## config.mk

```make
export PLATFORM = sky130hd
export DESIGN_NAME = tdm_demux16
export DESIGN_NICKNAME = d
export VERILOG_FILES = /design/src/rtl/tdm_demux16.sv
export SDC_FILE = /design/constraint.sdc
export NUM_CORES = 1
export LEC_CHECK = 0
export BUFFER_PORTS_ARGS = -buffer_cell sky130_fd_sc_hd__buf_2
export CAP_MARGIN = 20
export CORE_MARGIN = 2
export CORE_UTILIZATION = 50
export CTS_BUF_LIST = sky130_fd_sc_hd__clkbuf_8
export CTS_CLUSTER_DIAMETER = 200
export CTS_CLUSTER_SIZE = 24
export DETAILED_ROUTE_END_ITERATION = 12
export PLACE_DENSITY = 0.81
export SLEW_MARGIN = 5
export SYNTH_ARGS = -nofsm -noshare
export SYNTH_HDL_FRONTEND = slang
export SYNTH_SLANG_ARGS = --single-unit
```

## constraint.sdc

```tcl
create_clock -name clk -period 1.3 [get_ports clk]
set_input_delay 0.26 -clock clk [delete_from_list [all_inputs] [get_ports clk]]
set_output_delay 0.26 -clock clk [all_outputs]
set_load 0.05 [all_outputs]
```

## src/rtl/tdm_demux16.sv

```systemverilog
// tdm_demux16: 1-to-16 TDM demultiplexer/deserializer with a framed output strobe.
// Define TDM_PARITY_EN to add a 17th even-parity slot and enable parity_err.
module tdm_demux16 #(
    parameter int N_CH = 16,
    parameter int SEL_W = 4,
`ifdef TDM_PARITY_EN
    localparam int IDX_W = SEL_W + 1,
    localparam int LAST = N_CH
`else
    localparam int IDX_W = SEL_W,
    localparam int LAST = N_CH - 1
`endif
) (
    input  logic             clk,
    input  logic             rst,
    input  logic             din,
    input  logic             din_valid,
    input  logic             sof,
    output logic [IDX_W-1:0] ch_idx,
    output logic [N_CH-1:0]  dout,
    output logic             dout_valid,
    output logic             frame_err,
    output logic             parity_err
);
    typedef enum logic {IDLE, COLLECT} state_t;
    state_t state, state_nx;
    logic [IDX_W-1:0] idx_nx;
    logic [N_CH-1:0] shadow, shadow_nx, dout_nx;
    logic last, perr_nx, ferr_nx;
    // sof takes priority over completion: a sof on the last slot restarts the frame
    assign last = din_valid && !sof && ch_idx == IDX_W'(LAST);
    always_comb begin
        state_nx = state;
        idx_nx = ch_idx;
        shadow_nx = shadow;
        dout_nx = dout;
        perr_nx = 1'b0;
        ferr_nx = frame_err | (sof && state == COLLECT);
        if (sof) begin
            shadow_nx = {{(N_CH-1){1'b0}}, din & din_valid};
            idx_nx = din_valid ? IDX_W'(1) : '0;
            state_nx = din_valid ? COLLECT : IDLE;
        end else if (last) begin
            idx_nx = '0;
            state_nx = IDLE;
`ifdef TDM_PARITY_EN
            dout_nx = shadow;
            perr_nx = ^shadow ^ din;
`else
            dout_nx = {din, shadow[N_CH-2:0]};
`endif
        end else if (din_valid) begin
            shadow_nx[ch_idx[SEL_W-1:0]] = din;
            idx_nx = ch_idx + 1'b1;
            state_nx = COLLECT;
        end
    end
    always_ff @(posedge clk) begin
        if (rst) begin
            state <= IDLE;
            ch_idx <= '0;
            shadow <= '0;
            dout <= '0;
            dout_valid <= 1'b0;
            frame_err <= 1'b0;
            parity_err <= 1'b0;
        end else begin
            state <= state_nx;
            ch_idx <= idx_nx;
            shadow <= shadow_nx;
            dout <= dout_nx;
            dout_valid <= last;
            frame_err <= ferr_nx;
            parity_err <= perr_nx;
        end
    end
endmodule

```

==> metrics.yaml, run 1 <==
crit_fanout: 6
clk_pin_slew_worst_paths_ns: 0.07
reg2reg_from: "ch_idx[1]"
crit_type: "reg2reg"
p_leak_uw: 0.000881
clk_latency_ns: 0.29
grt_pass1_wl_mm: 6.60
viasPerCell: 5.58
slew_viol_final: 0
cp.arrival_ns: 1.54
netlist_area_mm2: 0.00169
cp-end-kind: "flop"
yosysSeqAreaShare_pct: 45.0
fp.dieW_um: 62.1
synthArstFlopShare_pct: 0
yosysWarnings: 0
vdd_drop_max_mv: 0.769
die_area_mm2: 0.00386
cts-buffers-inserted: 5
power.clock.fraction_pct: 48.2
ff2ff_path_depth: 5
synth_edf_count: 0
finalHoldViolations: 0
fill_cells: 304
io_pins: 28
rsz0062_at_grt: "true"
ant_nets: 0
grt_pass1_vias: 1375
skew_ns: 0.00434
cts_max_level: 2
syn2layout_area_growth_pct: 23.5
finalNetCount: 226
ctsRootBufferMaster: "clkbuf_8"
synth_cell_types: 28
swShare_pct: 21.5
synth_most_common_cell: "dfxtp_1"
synthTopCellsByCount: "dfxtp_1, a21oi_1, o21ai_0"
p_per_area_mw_per_mm2: 1240
drt_iter0_markers: 83
setup_viol: 2
dr_total_vias: 1472
power_uw: 2590
fin_crit_ns: 1.31
hp-start: "rst"
fp.coreArea_mm2: 0.00328
combPwrFrac_pct: 6.3
hold-path-cell-count: 2
cts_tree: "built"
routedWlPerCell_um: 14.6
synth_top_area_share_pct: 45.0
layout.cells.non_filler: 264
synth_nets: 197
synth_flop_cell: "dfxtp_1"
antenna_found_initial: 0
cts_buffer_depth: 2
crit_start: "ch_idx[1]"
grt_start_max_net_pins: 31
stdcell_area_mm2: 0.00209
outcome: "complete, but fails checks"
first_pass_iters: 4
gp_routability_congestion: 0.840
timing.rr.end: "dout[11]"
port_buffers: 26
syn_area_per_cell_um2: 8.99
hold_end: "ch_idx[0]"
place_area_mm2: 0.00190
ys_ff_latch: 38
drive_gt1_share_pct: 31.2
wirelength_mm: 3.87
clock_sinks: 38
place_hpwl_mm: 2.55
required_ns: 1.53
grt.overflow.total: 0
start_util_pct: 51.5
fin_ws_ns: -0.0109
hold_slack_ns: 0.167
cts_hold_buffers: 0
drv_cap: 0
die_h_um: 62.1
n_antenna_cell: 0
power_switching_uw: 558
yosys.area.top_type: "dfxtp_1"
seq_power_share_pct: 45.5
remaining_drc_errors: 0
period_share_pct: 101
place_inst: 255
track_usage_pct: 21.6
synth_area_leaders: "dfxtp_1, a21oi_1, mux2i_1"
cp-start-kind: "flop"
failed_checks: "negative setup slack"
r2r_setup_slack_ns: -0.01
synthesis.instances: 188
p_int_uw: 2030
clock.fmax_ghz: 0.763
hold_class: "in2reg"
rows: 21
## per-stage QoR
stage	setup TNS, ns	utilization [%]	setup slack, ns
finish	-0.0154	63.6	-0.0109
global route	-1.02	63.6	-0.0732
CTS	-0.00493	62.4	-0.00313
detailed placement	-0.0760	57.9	-0.0189
global placement	0	57.9	0.0409
floorplan	-0.282	-	-0.0347
## how the worst max path moves through the flow
stage / end / slack (ns) / cells after the start
floorplan: dout[3] / -0.03 / 5
global placement: dout[15] / 0.04 / 5
detailed placement: dout[10] / -0.02 / 5
CTS: shadow[8] / -0.003 / 5
global route: dout[9] / -0.07 / 5
finish: dout[11] / -0.01 / 5
## layout by cell type, fill, tap and decap left out, types with 3 or more instances in the layout
cell,synthesis,final
dfxtp_1,38,34
buf_2,6,26
a21oi_1,24,21
o21ai_0,19,17
nor2_1,14,14
nand3_1,17,13
mux2i_1,12,12
buf_4,3,11
nand2_1,9,9
nand4b_1,8,8
nand4_1,7,7
clkbuf_8,0,6
nand3_2,0,4
inv_1,3,3
a21oi_2,0,3
dfxtp_4,0,3
## sequential cells by signal, indices dropped and copies added, names as in the netlist
register and count:
ch_idx 4, frame_err 1, dout 16, dout_valid 1, shadow 15, state 1
## cell type report
type                            instances  area (µm²)  share of cell area [%]
Multi-Input combinational cell        129         848                    40.6
Sequential cell                        38         773                    37.0
Timing Repair Buffer                   40         255                    12.2
Clock buffer                            6        82.6                    3.95
Clock inverter                          2        60.1                    2.88
Tap cell                               46        57.6                    2.76
Inverter                                3        11.3                   0.539
## logic make-up (layout without fill, tap and decap cells)
family          after synthesis  count (layout)  synth area share [%]
fa+ha+maj                     4               4                  2.96
mux                          12              12                  7.11
buf+inv                      21              51                  7.77
compound gates               46              46                  14.9
other cells                   1               1                 0.222
flops                        38              38                  45.0
xor+xnor                      2               2                  1.04
simple gates                 64              64                  21.0
## worst max-delay path, stage by stage (launching register included)
cell and delay, ns:
dfxtp_4 0.39, ha_4 0.16, and4b_2 0.32, buf_4 0.18
nand3_1 0.08, a21oi_1 0.12
## power groups by stage
stage	Combinational, µW	Sequential, µW	Clock, µW
floorplan	103	1230	0
global placement	156	1210	0
detailed placement	160	1210	0
finish	164	1180	1250
CTS	160	1180	1250
global route	177	1180	1320
## routing by layer
metal  GRT usage (%)  vias to the layer above  share of wire (%)
met2            34.4                       41                 48
li1                -                      725                  -
met3            4.35                        4                5.2
met4            10.0                        0                1.5
met1            28.3                      702                 46
met5               0                        -                  0
## repair_timing
| item | 4_1_cts | 5_1_grt |
|---|---|---|
| pin swaps | 0 | 4 |
| endpoints found under the setup margin | 12 | 22 |
| cloned | 0 | 1 |
| setup buffers | 0 | 0 |
| gates resized for setup | 2 | 13 |
No activity file was read; power rests on OpenSTA's default activity.
==> inputs of run 2 (changes only) <==
--- a/config.mk
+++ b/config.mk
@@ -8,12 +8,12 @@
 export BUFFER_PORTS_ARGS = -buffer_cell sky130_fd_sc_hd__buf_2
 export CAP_MARGIN = 20
 export CORE_MARGIN = 2
-export CORE_UTILIZATION = 50
+export CORE_UTILIZATION = 52
 export CTS_BUF_LIST = sky130_fd_sc_hd__clkbuf_8
 export CTS_CLUSTER_DIAMETER = 200
 export CTS_CLUSTER_SIZE = 24
 export DETAILED_ROUTE_END_ITERATION = 12
-export PLACE_DENSITY = 0.81
+export PLACE_DENSITY = 0.83
 export SLEW_MARGIN = 5
 export SYNTH_ARGS = -nofsm -noshare
 export SYNTH_HDL_FRONTEND = slang
==> run 2 against run 1 <==
Compared with the run above: the run now ends clean; combinational power down 5%; final cell count fell by 3.0%; clock-buffer cell count unchanged; worst setup slack improved by 0.034 ns; largest power group is now sequential cells; global-route usage up 0.55 points.
==> metrics.yaml, run 2 (synthesized netlist as in run 1, its figures left out) <==
critPathSlowestCell: "dfxtp_2"
viasPerCell: 5.54
syn2layout_area_growth_pct: 18.1
hold_class: "in2reg"
p_leak_uw: 0.000836
fin_crit_ns: 1.28
largest_register_ffs: 16
cts-buffers-inserted: 5
fp.dieW_um: 61.0
hold-path-cell-count: 2
port_buffers: 26
layout_common_cells: "dfxtp_1, buf_2, a21oi_1"
die_area_mm2: 0.00372
drive_gt1_share_pct: 27.8
met3_usage_pct: 7.35
grt_pass1_vias: 1265
layout_commonest_cell: "dfxtp_1"
clock.fmax_ghz: 0.783
finalHoldViolations: 0
crit_fanout: 10
critical_path_buf_inv_count: 1
slew_viol_final: 0
stdcell_area_mm2: 0.00200
p_per_area_mw_per_mm2: 1090
n_antenna_cell: 0
cp.arrival_ns: 1.02
drv_cap: 0
cp-end-kind: "output pin"
place_hpwl_mm: 2.42
remaining_drc_errors: 0
rsz0062_at_grt: "true"
path_depth: 1
clk_pin_slew_worst_paths_ns: 0.07
hold_slack_ns: 0.185
clock_sinks: 38
drt_iter0_markers: 59
antenna_found_initial: 0
die_h_um: 61.0
cts_buffer_depth: 2
top_register: "dout"
start_util_pct: 54.9
clk_latency_ns: 0.30
wirelength_mm: 3.58
ctsRootBufferMaster: "clkbuf_8"
place_area_mm2: 0.00189
vdd_drop_max_mv: 1.05
outcome: "completed"
ff2ff_path_depth: 4
power_uw: 2190
track_usage_pct: 22.1
cts_hold_buffers: 0
met2_usage_pct: 36.3
grt_pass1_wl_mm: 5.91
final_util_pct: 64.9
grt.busiest_layer: "met2"
rows: 20
ant_nets: 0
skew_ns: 0.00475
grt.overflow.total: 0
io_pins: 28
period_share_pct: 98.3
cts_tree: "built"
setup_viol: 0
cp-start-kind: "flop"
crit_type: "reg2out"
fp.coreArea_mm2: 0.00308
grt_start_max_net_pins: 44
top_regs: "dout: 16 flops, shadow: 15 flops, ch_idx: 4 flops"
finalNetCount: 220
slowest_delay_ns: 0.43
first_pass_iters: 4
grt_use_met1_pct: 26.1
dr_total_vias: 1417
cts_max_level: 2
gp_routability_congestion: 0.823
worstPathCellList: "buf_2"
required_ns: 1.04
routedWlPerCell_um: 14.0
critPathTopFamily: "flip-flops"
==> run 2: cell count changes in the layout (fill, tap and decap cells not counted), moves of 2 or more <==
cell / delta
nand3_2: -2
nand3_1: +2
buf_12: +2
bufinv_16: -2
buf_4: -6
buf_6: -2
==> run 2: through the flow <==
stage          TNS [ns]  cells  worst slack [ns]
2_1_floorplan    -0.282    188           -0.0347
3_3_place_gp          0    248            0.0671
3_5_place_dp          0    248            0.0151
4_1_cts               0    256            0.0221
5_1_grt         -0.0470    256           -0.0303
6_report              0    256            0.0227
==> run 2: worst paths after layout <==
check	start	endpoint	slack, ns
max	ch_idx[2]	ch_idx[2]	0.02
min	rst	ch_idx[0]	0.19
max reg2reg	ch_idx[0]	shadow[0]	0.04
min reg2reg	dout[14]	dout[14]	0.47
==> run 2: where the power goes <==
part           switching, µW  leakage [µW]  internal, µW
Clock                    420     0.0000515           427
Combinational            112      0.000475          44.3
Sequential              10.1      0.000309          1170
==> run 2: final cells by class <==
cell class / instances / area [µm²]
clock buffers: 6 / 82.6
multi-input cells: 129 / 836
repair buffers: 34 / 230
fillers: 276 / 1080
inverters: 3 / 11.3
flip-flops and latches: 38 / 771
well taps: 44 / 55.1
clock inverters: 2 / 11.3
==> run 2: repair_timing <==
| item | in CTS | in global routing |
|---|---|---|
| setup buffers | 0 | 0 |
| pin swaps | 1 | 0 |
| setup endpoints to repair | 1 | 9 |
| gates resized for setup | 0 | 7 |
| cloned | 0 | 0 |
==> run 2: layer usage <==
layer	wire [µm]	vias to the layer above
met2	1780	37
met1	1540	663
li1	-	710
met5	0	-
met3	187	7
met4	78	0
==> inputs of run 3 (changes only) <==
==> constraint.sdc (replaced) <==
create_clock -name clk -period 1.3 [get_ports clk]
set_input_delay 0.065 -clock clk [delete_from_list [all_inputs] [get_ports clk]]
set_output_delay 0.065 -clock clk [all_outputs]
set_load 0.05 [all_outputs]
==> run 3 against run 2 <==
Compared with the run above: design area is 0.19% higher; fmax up 2.0%; worst setup slack better by 0.025 ns; sequential power barely moved; power rose by 7.8%; routed wire length fell by 0.78%; non-clock buffer count unchanged; global-route usage fell by 0.85 points; final cell count fell by 0.39%; combinational power is essentially flat; core utilization grew 0.12 points; sequential cell count is the same; critical path type is now reg2reg; largest power group unchanged.
==> metrics.yaml, run 3 (synthesized netlist as in run 1, its figures left out) <==
critPathSlowestCell: "dfxtp_4"
required_ns: 1.50
dr_total_vias: 1392
antenna_found_initial: 0
skew_ns: 0.00563
die_area_mm2: 0.00372
slew_viol_final: 0
place_hpwl_mm: 2.34
gp_routability_congestion: 0.879
reg2reg_from: "ch_idx[0]"
viasPerCell: 5.46
rsz0062_at_grt: "true"
routedWlPerCell_um: 13.9
ff2ff_path_depth: 4
grt_pass1_vias: 1258
hold_class: "in2reg"
crit_type: "reg2reg"
crit_fanout: 18
finalSetupTns_ns: 0
drt_iter0_markers: 50
rows: 20
top_regs: "dout: 16 flops, shadow: 15 flops, ch_idx: 4 flops"
cts-buffers-inserted: 5
cts_tree: "built"
ant_nets: 0
outcome: "completed"
r2r_setup_slack_ns: 0.05
wirelength_mm: 3.56
hold_end: "frame_err"
ctsRootBufferMaster: "clkbuf_8"
clock.fmax_ghz: 0.799
cts_resized: 0
grt.overflow.total: 0
remaining_drc_errors: 0
layout.cells.non_filler: 255
top_register: "dout"
cts_max_level: 2
fin_ws_ns: 0.0480
hold-path-cell-count: 3
timing.rr.end: "shadow[0]"
fp.dieW_um: 61.0
critPathTopFamily: "flip-flops"
finalNetCount: 220
period_share_pct: 96.3
port_buffers: 26
largest_register_ffs: 16
hp-start: "sof"
cp.arrival_ns: 1.45
drv_cap: 0
die_h_um: 61.0
setup_viol: 0
io_pins: 28
vdd_drop_max_mv: 0.674
cts_buffer_depth: 2
syn2layout_area_growth_pct: 18.4
critical_path_buf_inv_count: 1
clk_latency_ns: 0.29
first_pass_iters: 4
clock_sinks: 38
finalHoldViolations: 0
layout_common_cells: "dfxtp_1, buf_2, a21oi_1"
grt_pass1_wl_mm: 5.72
worstPathCellList: "ha_4 -> and4b_1 -> buf_12 -> o41ai_2"
fp.coreArea_mm2: 0.00308
place_inst: 247
dp_slack_ns: 0.0229
fin_crit_ns: 1.25
clk_pin_slew_worst_paths_ns: 0.07
n_antenna_cell: 0
grt_start_max_net_pins: 44
p_leak_uw: 0.000846
p_per_area_mw_per_mm2: 1180
slowest_delay_ns: 0.37
cp-end-kind: "flop"
start_util_pct: 54.9
layout_commonest_cell: "dfxtp_1"
drive_gt1_share_pct: 24.6
track_usage_pct: 21.3
cp-start-kind: "flop"
run 3: worst max path at each step:
| stage | startpoint | to | cells after the start | slack, ns |
|---|---|---|---|---|
| final | ch_idx[0] | shadow[0] | 4 | 0.05 |
| after global routing | ch_idx[0] | dout[6] | 5 | -0.006 |
| after CTS | ch_idx[0] | shadow[0] | 4 | 0.009 |
| after detailed placement | ch_idx[0] | shadow[0] | 4 | 0.02 |
| after global placement | ch_idx[0] | shadow[0] | 4 | 0.07 |
| after floorplan | ch_idx[0] | dout[3] | 5 | -0.03 |
run 3: layer usage:
| metal | track usage [%] | wire [µm] | vias to the layer above |
|---|---|---|---|
| met2 | 34.6 | 1770 | 33 |
| li1 | - | - | 711 |
| met3 | 6.72 | 148 | 8 |
| met1 | 25.7 | 1580 | 640 |
| met5 | 0 | 0 | - |
| met4 | 10.2 | 54 | 0 |
run 3: metrics by stage:
step | area (µm²) | hold slack, ns | total power, µW | utilization, %
floorplan | 1730 | 0.167 | 1330 | -
global placement | 1880 | 0.289 | 1360 | 61.0
detailed placement | 1880 | 0.295 | 1360 | 61.0
CTS | 2000 | 0.145 | 2360 | 65.0
global route | 2000 | 0.175 | 2430 | 65.0
finish | 2000 | 0.143 | 2360 | 65.0
run 3: what timing repair did:
item                                    CTS  global route
hold endpoints to repair                  1             0
hold buffers                              1             0
endpoints found under the setup margin    0             3
buffers inserted                          0             0
run 3: worst min-delay path, cell delays in order:
cell     delay, ns
buf_2         0.18
a21oi_1       0.09
nor2_1        0.07
run 3: final cells by class:
| type | instances | area [µm²] |
|---|---|---|
| clock inverters | 1 | 30.0 |
| multi-input cells | 129 | 821 |
| fillers | 272 | 1080 |
| well taps | 44 | 55.1 |
| flip-flops and latches | 38 | 771 |
| inverters | 3 | 11.3 |
| clock buffers | 6 | 82.6 |
| repair buffers | 34 | 230 |
run 3: where the power goes:
part	switching (µW)	internal (µW)	leakage, µW
sequential	10.1	1170	0.000309
clock	406	614	0.0000573
combinational	112	42.8	0.000479
